$ cat src/rtl/ram_bist_pkg.sv
// Shared types and defaults for the RAM march-test engine and its bench.
package ram_bist_pkg;

  typedef enum logic [2:0] {
    StIdle,
    StM0,
    StM1,
    StM2,
    StM3,
    StFlush,
    StDone
  } state_e;

  localparam logic [7:0] PatternDefault = 8'h55;

endpackage

$ cat src/rtl/ram_bist_chk.sv
// Read-data compare: checks each read one cycle after issue, counts mismatches
// (saturating) and captures the first failing address/expected/read word.
module ram_bist_chk #(
  parameter int ADDR_WIDTH = 3,
  parameter int DATA_WIDTH = 8
) (
  input  logic                  clk,
  input  logic                  rst_n,
  input  logic                  clear,
  input  logic                  rd_en,
  input  logic [ADDR_WIDTH-1:0] rd_addr,
  input  logic [DATA_WIDTH-1:0] rd_exp,
  input  logic [DATA_WIDTH-1:0] rdata,
  output logic [7:0]            err_count,
  output logic [ADDR_WIDTH-1:0] fail_addr,
  output logic [DATA_WIDTH-1:0] fail_exp,
  output logic [DATA_WIDTH-1:0] fail_got
);

  logic                  pend_q;
  logic [ADDR_WIDTH-1:0] pend_addr_q;
  logic [DATA_WIDTH-1:0] pend_exp_q;
  logic                  mismatch;

  assign mismatch = pend_q && (rdata != pend_exp_q);

  // Track the in-flight read and accumulate the error record.
  always_ff @(posedge clk) begin
    if (!rst_n) begin
      pend_q      <= 1'b0;
      pend_addr_q <= '0;
      pend_exp_q  <= '0;
      err_count   <= '0;
      fail_addr   <= '0;
      fail_exp    <= '0;
      fail_got    <= '0;
    end else begin
      pend_q      <= rd_en;
      pend_addr_q <= rd_addr;
      pend_exp_q  <= rd_exp;
      if (clear) begin
        err_count <= '0;
        fail_addr <= '0;
        fail_exp  <= '0;
        fail_got  <= '0;
      end else if (mismatch) begin
        if (err_count != 8'hFF) err_count <= err_count + 8'd1;
        // A zero count means this is the first mismatch of the run.
        if (err_count == 8'd0) begin
          fail_addr <= pend_addr_q;
          fail_exp  <= pend_exp_q;
          fail_got  <= rdata;
        end
      end
    end
  end

endmodule

$ cat src/rtl/ram_bist.sv
// March-style RAM self test: write P up, read P/write ~P up, read ~P/write P
// down, read P up, then one flush cycle for the final compare.
module ram_bist
  import ram_bist_pkg::*;
#(
  parameter int                    ADDR_WIDTH = 3,
  parameter int                    DATA_WIDTH = 8,
  parameter int                    DEPTH      = 8,
  parameter logic [DATA_WIDTH-1:0] PATTERN    = DATA_WIDTH'(PatternDefault)
) (
  input  logic                  clk,
  input  logic                  rst_n,
  input  logic                  start,
  output logic                  busy,
  output logic                  done,
  output logic                  pass,
  output logic [7:0]            err_count,
  output logic [ADDR_WIDTH-1:0] fail_addr,
  output logic [DATA_WIDTH-1:0] fail_exp,
  output logic [DATA_WIDTH-1:0] fail_got,
  output logic                  mem_we,
  output logic                  mem_re,
  output logic [ADDR_WIDTH-1:0] mem_addr,
  output logic [DATA_WIDTH-1:0] mem_wdata,
  input  logic [DATA_WIDTH-1:0] mem_rdata
);

  localparam logic [ADDR_WIDTH-1:0] LastAddr = ADDR_WIDTH'(DEPTH - 1);

  state_e                state_q, state_d;
  logic [ADDR_WIDTH-1:0] addr_q, addr_d;
  logic                  phase_q, phase_d;  // 0: read slot, 1: write slot (M1/M2)
  logic                  clear;
  logic [DATA_WIDTH-1:0] exp_word;

  // State, address and read/write phase registers.
  always_ff @(posedge clk) begin
    if (!rst_n) begin
      state_q <= StIdle;
      addr_q  <= '0;
      phase_q <= 1'b0;
    end else begin
      state_q <= state_d;
      addr_q  <= addr_d;
      phase_q <= phase_d;
    end
  end

  // Next-state and RAM access decode for each march element.
  always_comb begin
    state_d   = state_q;
    addr_d    = addr_q;
    phase_d   = phase_q;
    mem_we    = 1'b0;
    mem_re    = 1'b0;
    mem_addr  = '0;
    mem_wdata = '0;
    exp_word  = '0;
    clear     = 1'b0;
    unique case (state_q)
      StIdle, StDone: begin
        if (start) begin
          state_d = StM0;
          addr_d  = '0;
          phase_d = 1'b0;
          clear   = 1'b1;
        end
      end
      StM0: begin
        mem_we    = 1'b1;
        mem_addr  = addr_q;
        mem_wdata = PATTERN;
        if (addr_q == LastAddr) begin
          state_d = StM1;
          addr_d  = '0;
        end else begin
          addr_d = addr_q + 1'b1;
        end
      end
      StM1: begin
        mem_addr = addr_q;
        if (!phase_q) begin
          mem_re   = 1'b1;
          exp_word = PATTERN;
          phase_d  = 1'b1;
        end else begin
          mem_we    = 1'b1;
          mem_wdata = ~PATTERN;
          phase_d   = 1'b0;
          if (addr_q == LastAddr) state_d = StM2;
          else                    addr_d  = addr_q + 1'b1;
        end
      end
      StM2: begin
        mem_addr = addr_q;
        if (!phase_q) begin
          mem_re   = 1'b1;
          exp_word = ~PATTERN;
          phase_d  = 1'b1;
        end else begin
          mem_we    = 1'b1;
          mem_wdata = PATTERN;
          phase_d   = 1'b0;
          if (addr_q == '0) state_d = StM3;
          else              addr_d  = addr_q - 1'b1;
        end
      end
      StM3: begin
        mem_re   = 1'b1;
        mem_addr = addr_q;
        exp_word = PATTERN;
        if (addr_q == LastAddr) begin
          state_d = StFlush;
          addr_d  = '0;
        end else begin
          addr_d = addr_q + 1'b1;
        end
      end
      StFlush: state_d = StDone;
      default: state_d = StIdle;
    endcase
  end

  assign busy = (state_q == StM0) || (state_q == StM1) || (state_q == StM2) ||
                (state_q == StM3) || (state_q == StFlush);
  assign done = (state_q == StDone);
  assign pass = done && (err_count == 8'd0);

  ram_bist_chk #(
    .ADDR_WIDTH(ADDR_WIDTH),
    .DATA_WIDTH(DATA_WIDTH)
  ) u_chk (
    .clk      (clk),
    .rst_n    (rst_n),
    .clear    (clear),
    .rd_en    (mem_re),
    .rd_addr  (mem_addr),
    .rd_exp   (exp_word),
    .rdata    (mem_rdata),
    .err_count(err_count),
    .fail_addr(fail_addr),
    .fail_exp (fail_exp),
    .fail_got (fail_got)
  );

endmodule

$ cat config.mk
export PLATFORM = sky130hd
export DESIGN_NAME = ram_bist
export DESIGN_NICKNAME = d
export VERILOG_FILES = /design/src/rtl/ram_bist_pkg.sv /design/src/rtl/ram_bist_chk.sv /design/src/rtl/ram_bist.sv
export SDC_FILE = /design/constraint.sdc
export NUM_CORES = 1
export LEC_CHECK = 0
export CORE_UTILIZATION = 48
export CTS_CLUSTER_DIAMETER = 50
export DETAILED_ROUTE_END_ITERATION = 8
export PLACE_DENSITY_LB_ADDON = 0.15
export SLEW_MARGIN = 20
export SYNTH_ARGS = -nofsm -noshare
export SYNTH_HDL_FRONTEND = slang
export SYNTH_SLANG_ARGS = --single-unit
$ cat constraint.sdc
create_clock -name clk -period 2.1 [get_ports clk]
set_input_delay 0.315 -clock clk [delete_from_list [all_inputs] [get_ports clk]]
set_output_delay 0.315 -clock clk [all_outputs]
set_load 0.03 [all_outputs]
After elaboration in Yosys (flattened, before gate mapping)
Cells that the tools add are included.

Bits in registers: 46. Word-level logic and storage cells: 83.

Add/subtract/negate cells: 3. Equality and inequality tests: 18. Mux-type cells: 30. Bitwise gates (word level): 1. Reduce and logical (&&, ||, !) cells: 21.

Operators by type and width (number): $pmux 8 s3 (2); $mux 3 (14); $ne 2x2->1 const B (9); $pmux 3 s6 (1); $mux 8 (2); $mux 7 (2); $eq 3x3->1 const B (4); $pmux 3 s4 (1); $add 8x1->8 const B (1); $logic_not 8->1 (1); $ne 8x8->1 (1); $ne 8x8->1 const B (1); $reduce_or 2->1 (4); $reduce_and 7->1 (1); $eq 3x2->1 const B (2); $logic_not 3->1 (2); $pmux 1 s2 (3); $reduce_and 2->1 (3); $reduce_and 6->1 (1); $mux 1 (5); $logic_or 1x1->1 (4); $reduce_bool 4->1 (1); $reduce_or 4->1 (1); $add 3x1->3 const B (1); 5 further kinds (6).

Logic depth before layout (Yosys ltp)
Word-level depth: 5. Depth in mapped cells: 8. Mapped depth without buffers: 7.

Cells and area by module
From an unflattened synthesis, not the netlist that was laid out.

Cells, all modules: 287. Area, all modules: 2487.4 um2.

By module, submodules not included: ram_bist_chk (instances 1, cells an instance 179, area an instance 1646.6 um2, sequential area each 780.7 um2); ram_bist (instances 1, cells an instance 108, area an instance 840.8 um2, sequential area each 140.1 um2).

Least setup slack after synthesis
OpenSTA, ideal clock, no wires.

Path kind: flip-flop to output port. Start: register state_q[2]. End: output port mem_wdata[3]. Arrival time: 2340 ps. Required time: 1785 ps. Path slack: -555 ps. Cell stages (with the launch flop): 7. Buffers on the path: 2. Path through: dfxtp_1 -> clkbuf_1 -> inv_1 -> ha_1 -> nand2_1 -> nor4_1 -> buf_4.

Cells in the longest elaborated chain, start to end: 2. Elaborated cells between the ends (all ways): 4.

RTL lines: start: declaration (RTL line ram_bist.sv:30) `state_e state_q, state_d;`; start signal: assignment (RTL line ram_bist.sv:39) `state_q <= StIdle;`; start signal: assignment (RTL line ram_bist.sv:43) `state_q <= state_d;`; $eq 3x2->1 or $eq 3x1->1 (tied branches) (RTL line ram_bist.sv:60) `unique case (state_q)`; $pmux 8 s3 * (RTL line ram_bist.sv:60); end: declaration (RTL line ram_bist.sv:24) `output logic [DATA_WIDTH-1:0] mem_wdata,`.

Every way passes the cells marked *; elsewhere a longest branch is shown, timed or not.

Worst setup path after layout
Start: register state_q[1]. End: output port mem_wdata[5].

Same word-level chain as after synthesis.

==> impl_metrics.yaml <==
clocking:
  clock_path_buffers: 2
  clockRootBuffer: "clkbuf_8"
  cts_tree: "yes"
  htreeDepth: 2
  cts_num_sinks: 34
  clk_latency_ns: 0.30
  holdBufCountCts: 0
  cts.clk_slew.worst_paths_ns: 0.07
  numCtsBuffers: 5
synth:
  ys.flop_type: "dfxtp_1"
  ys_types: 52
  ys_warn_count: 0
  synth_edf_count: 0
  ys_seq_elements: 34
  ys_seq_area_share_pct: 34.13
  synth_top_area_share_pct: 34.13
  yosys.area.top_type: "dfxtp_1"
  syn_nets: 271
  syn_area_um2: 1994
  ys_async_sr_fraction_pct: 0
  syn_avg_cell_area_um2: 7.914
  synthCells: 252
  yosys-top-cells-area: "dfxtp_1, nand2_1, o21ai_0"
outcome:
  outcome: "complete, no violations"
place:
  io_buffer_count: 53
  place_congestion: 0.8294
  dp_slack_ns: -0.1155
  hpwl_mm: 3.447
worst_setup_path:
  cp_slowest_cell: "dlygate4sd2_1"
  path_cells: "ha_1 > nand2_1 > nor4_4 > dlygate4sd2_1"
  critPathLaunchType: "flop"
  r2r_setup_slack_ns: 0.24
  timing.rr.end: "u_chk.err_count[7]$_SDFFE_PP0P_"
  cp-end-kind: "output pin"
  ff2ff_path_depth: 6
  reg2reg_from: "u_chk.err_count[0]$_SDFFE_PP0P_"
  worstPathMaxFanout: 4
  cp.required_ns: 1.78
  worstSetupPathType: "flop to output pin"
  cp_slowest_stage_delay_ns: 0.44
  crit_arrival_ns: 1.75
sta:
  skew_ns: 0.002903
  slew_headroom_pct: 72.86
  hold_violations: 0
  finalCritPeriodShare_pct: 98.14
  rsz0062_at_grt: "true"
  layout_min_cycle_time_ns: 2.061
  setup_violations: 0
  slew_violations: 0
  worst_slack_ns: 0.03907
  worst_pin_slew_ns: 0.4058
  fmax_ghz: 0.4852
cells_and_area:
  drive_above_1_share_pct: 18.36
  nets: 323
  n_antenna_cell: 0
  area.growth.synth_to_final_pct: 35.63
  layout_commonest_cell: "clkdlybuf4s50_1"
  most-common-layout-cells: "clkdlybuf4s50_1, dfxtp_1, nand2_1"
route:
  ant_nets: 0
  wl_mm: 4.700
  remaining_drc_errors: 0
  viasPerCell: 5.482
  first_pass_iters: 4
  drt_iter0_drc: 90
  routed-via-count: 1946
  wl_per_cell_um: 13.24
power_and_ir_drop:
  comb_power_share_pct: 40.2
  seqPwrFrac_pct: 30.6
  total_power_mw: 2.534
  leakage_nw: 1.046
  switching_power_uw: 938.7
  p_per_area_nw_per_um2: 936.9
  intPower_mw: 1.596
  vdd_drop_max_mv: 0.8906
  switching_share_pct: 37.04
  clock_power_share_pct: 29.1
hold_path:
  hp-start: "u_chk.pend_addr_q[0]$_SDFF_PN0_"
  hold_class: "flop to flop"
  min_to: "u_chk.fail_addr[0]$_SDFFE_PP0P_"
  holdPathStages: 2
floorplan:
  core_area_um2: 4000
  io_pins: 54
  rows: 23
  die_h_um: 66.46
  initial_core_util_pct: 49.86
  dieArea_um2: 4417
  die_width_um: 66.46
global_route:
  grt_pass1_vias: 1709
  grt-ovfl-total: 0
  grt_max_degree: 30
  grt_pass1_wl_mm: 7.762
  grt_usage_pct: 23.58
  antenna_found_initial: 0
run:
  max_cap_viol_count: 0
==> per-layer routing <==
layer | share of wire (%) | vias to the layer above | global-route usage, %
met5 | 0 | - | 0
met4 | 1.2 | 0 | 11.97
met3 | 4.9 | 4 | 4.452
met2 | 48 | 51 | 38.65
met1 | 46 | 895 | 29.23
li1 | - | 996 | -
==> sequential cells by signal (all words and copies together), names as in the netlist <==
| register | flops |
|---|---|
| addr_q | 3 |
| phase_q | 1 |
| state_q | 3 |
| u_chk.err_count | 8 |
| u_chk.fail_addr | 3 |
| u_chk.fail_exp | 2 |
| u_chk.fail_got | 8 |
| u_chk.pend_addr_q | 3 |
| u_chk.pend_exp_q | 2 |
| u_chk.pend_q | 1 |
==> what timing repair did <==
item / in CTS / in global routing
gates resized for setup: 11 / 11
buffers inserted: 0 / 0
pin swaps: 0 / 0
setup endpoints to repair: 11 / 9
==> logic make-up (layout without fill, tap and decap cells) <==
group | Yosys count | after routing | share of synthesized area, %
buf+inv | 35 | 88 | 9.724
xor+xnor | 4 | 4 | 1.757
mux | 5 | 5 | 2.949
simple gates | 102 | 102 | 26.85
fa+ha+maj | 8 | 8 | 5.019
compound gates | 64 | 64 | 19.57
flops | 34 | 34 | 34.13
==> critical path: cells and delay by family, from the launching register on <==
family                     cells  cell delay [ns]
adders and majority gates      1             0.22
and+or+nand+nor                2             0.39
DFF                            1             0.40
buffers and inverters          1             0.44
==> synth_stat cells (3+ instances only) <==
cell	instances
o21ai_0	21
or3_2	3
nand2_1	31
ha_1	8
and2_1	5
nor3_1	5
buf_4	12
nor2_1	10
nand4_1	8
clkbuf_1	7
inv_1	9
o21ai_1	7
nand3_1	20
buf_2	4
a21oi_1	13
a31oi_1	4
dfxtp_1	34
and3_1	6
==> worst max-delay path by stage <==
stage	from	end	slack, ns
after detailed placement	mem_rdata[0]	u_chk.err_count[2]$_SDFFE_PP0P_	-0.12
after CTS	state_q[1]$_SDFFE_PN0P_	mem_wdata[5]	-0.003
after floorplan	state_q[0]$_SDFFE_PN0P_	mem_we	0.11
after global routing	state_q[1]$_SDFFE_PN0P_	mem_wdata[5]	-0.09
final	state_q[1]$_SDFFE_PN0P_	mem_wdata[5]	0.04
after global placement	mem_rdata[0]	u_chk.err_count[6]$_SDFFE_PP0P_	-0.07
==> area by class of cell <==
cell class / instances / area, µm²
Multi-Input combinational cell: 183 / 1145
Inverter: 9 / 33.78
Clock buffer: 5 / 68.82
Tap cell: 50 / 62.56
Fill cell: 354 / 1295
Timing Repair Buffer: 71 / 645.6
Sequential cell: 34 / 680.7
Clock inverter: 3 / 68.82
==> power by group through the flow <==
stage               Sequential, mW  Combinational (mW)  Clock, mW
finish                       0.777                1.02      0.739
global route                 0.786                1.12      0.782
floorplan                    0.783               0.701          0
global placement             0.788                1.04          0
CTS                          0.776                1.03      0.748
detailed placement           0.790                1.06          0
==> stage by stage <==
stage          setup TNS (ns)  util [%]  instance area [µm²]  hold slack [ns]  instances
3_3_place_gp          -0.5726     64.94                 2597           0.4293        347
6_report                    0     67.63                 2705           0.4457        355
5_1_grt               -0.3350     67.63                 2705           0.4582        355
3_5_place_dp           -1.493     64.94                 2597           0.4377        347
4_1_cts             -0.002880     68.03                 2721           0.4485        355
2_1_floorplan               0         -                 2013           0.4224        252
(Power assumes the default switching activity.)
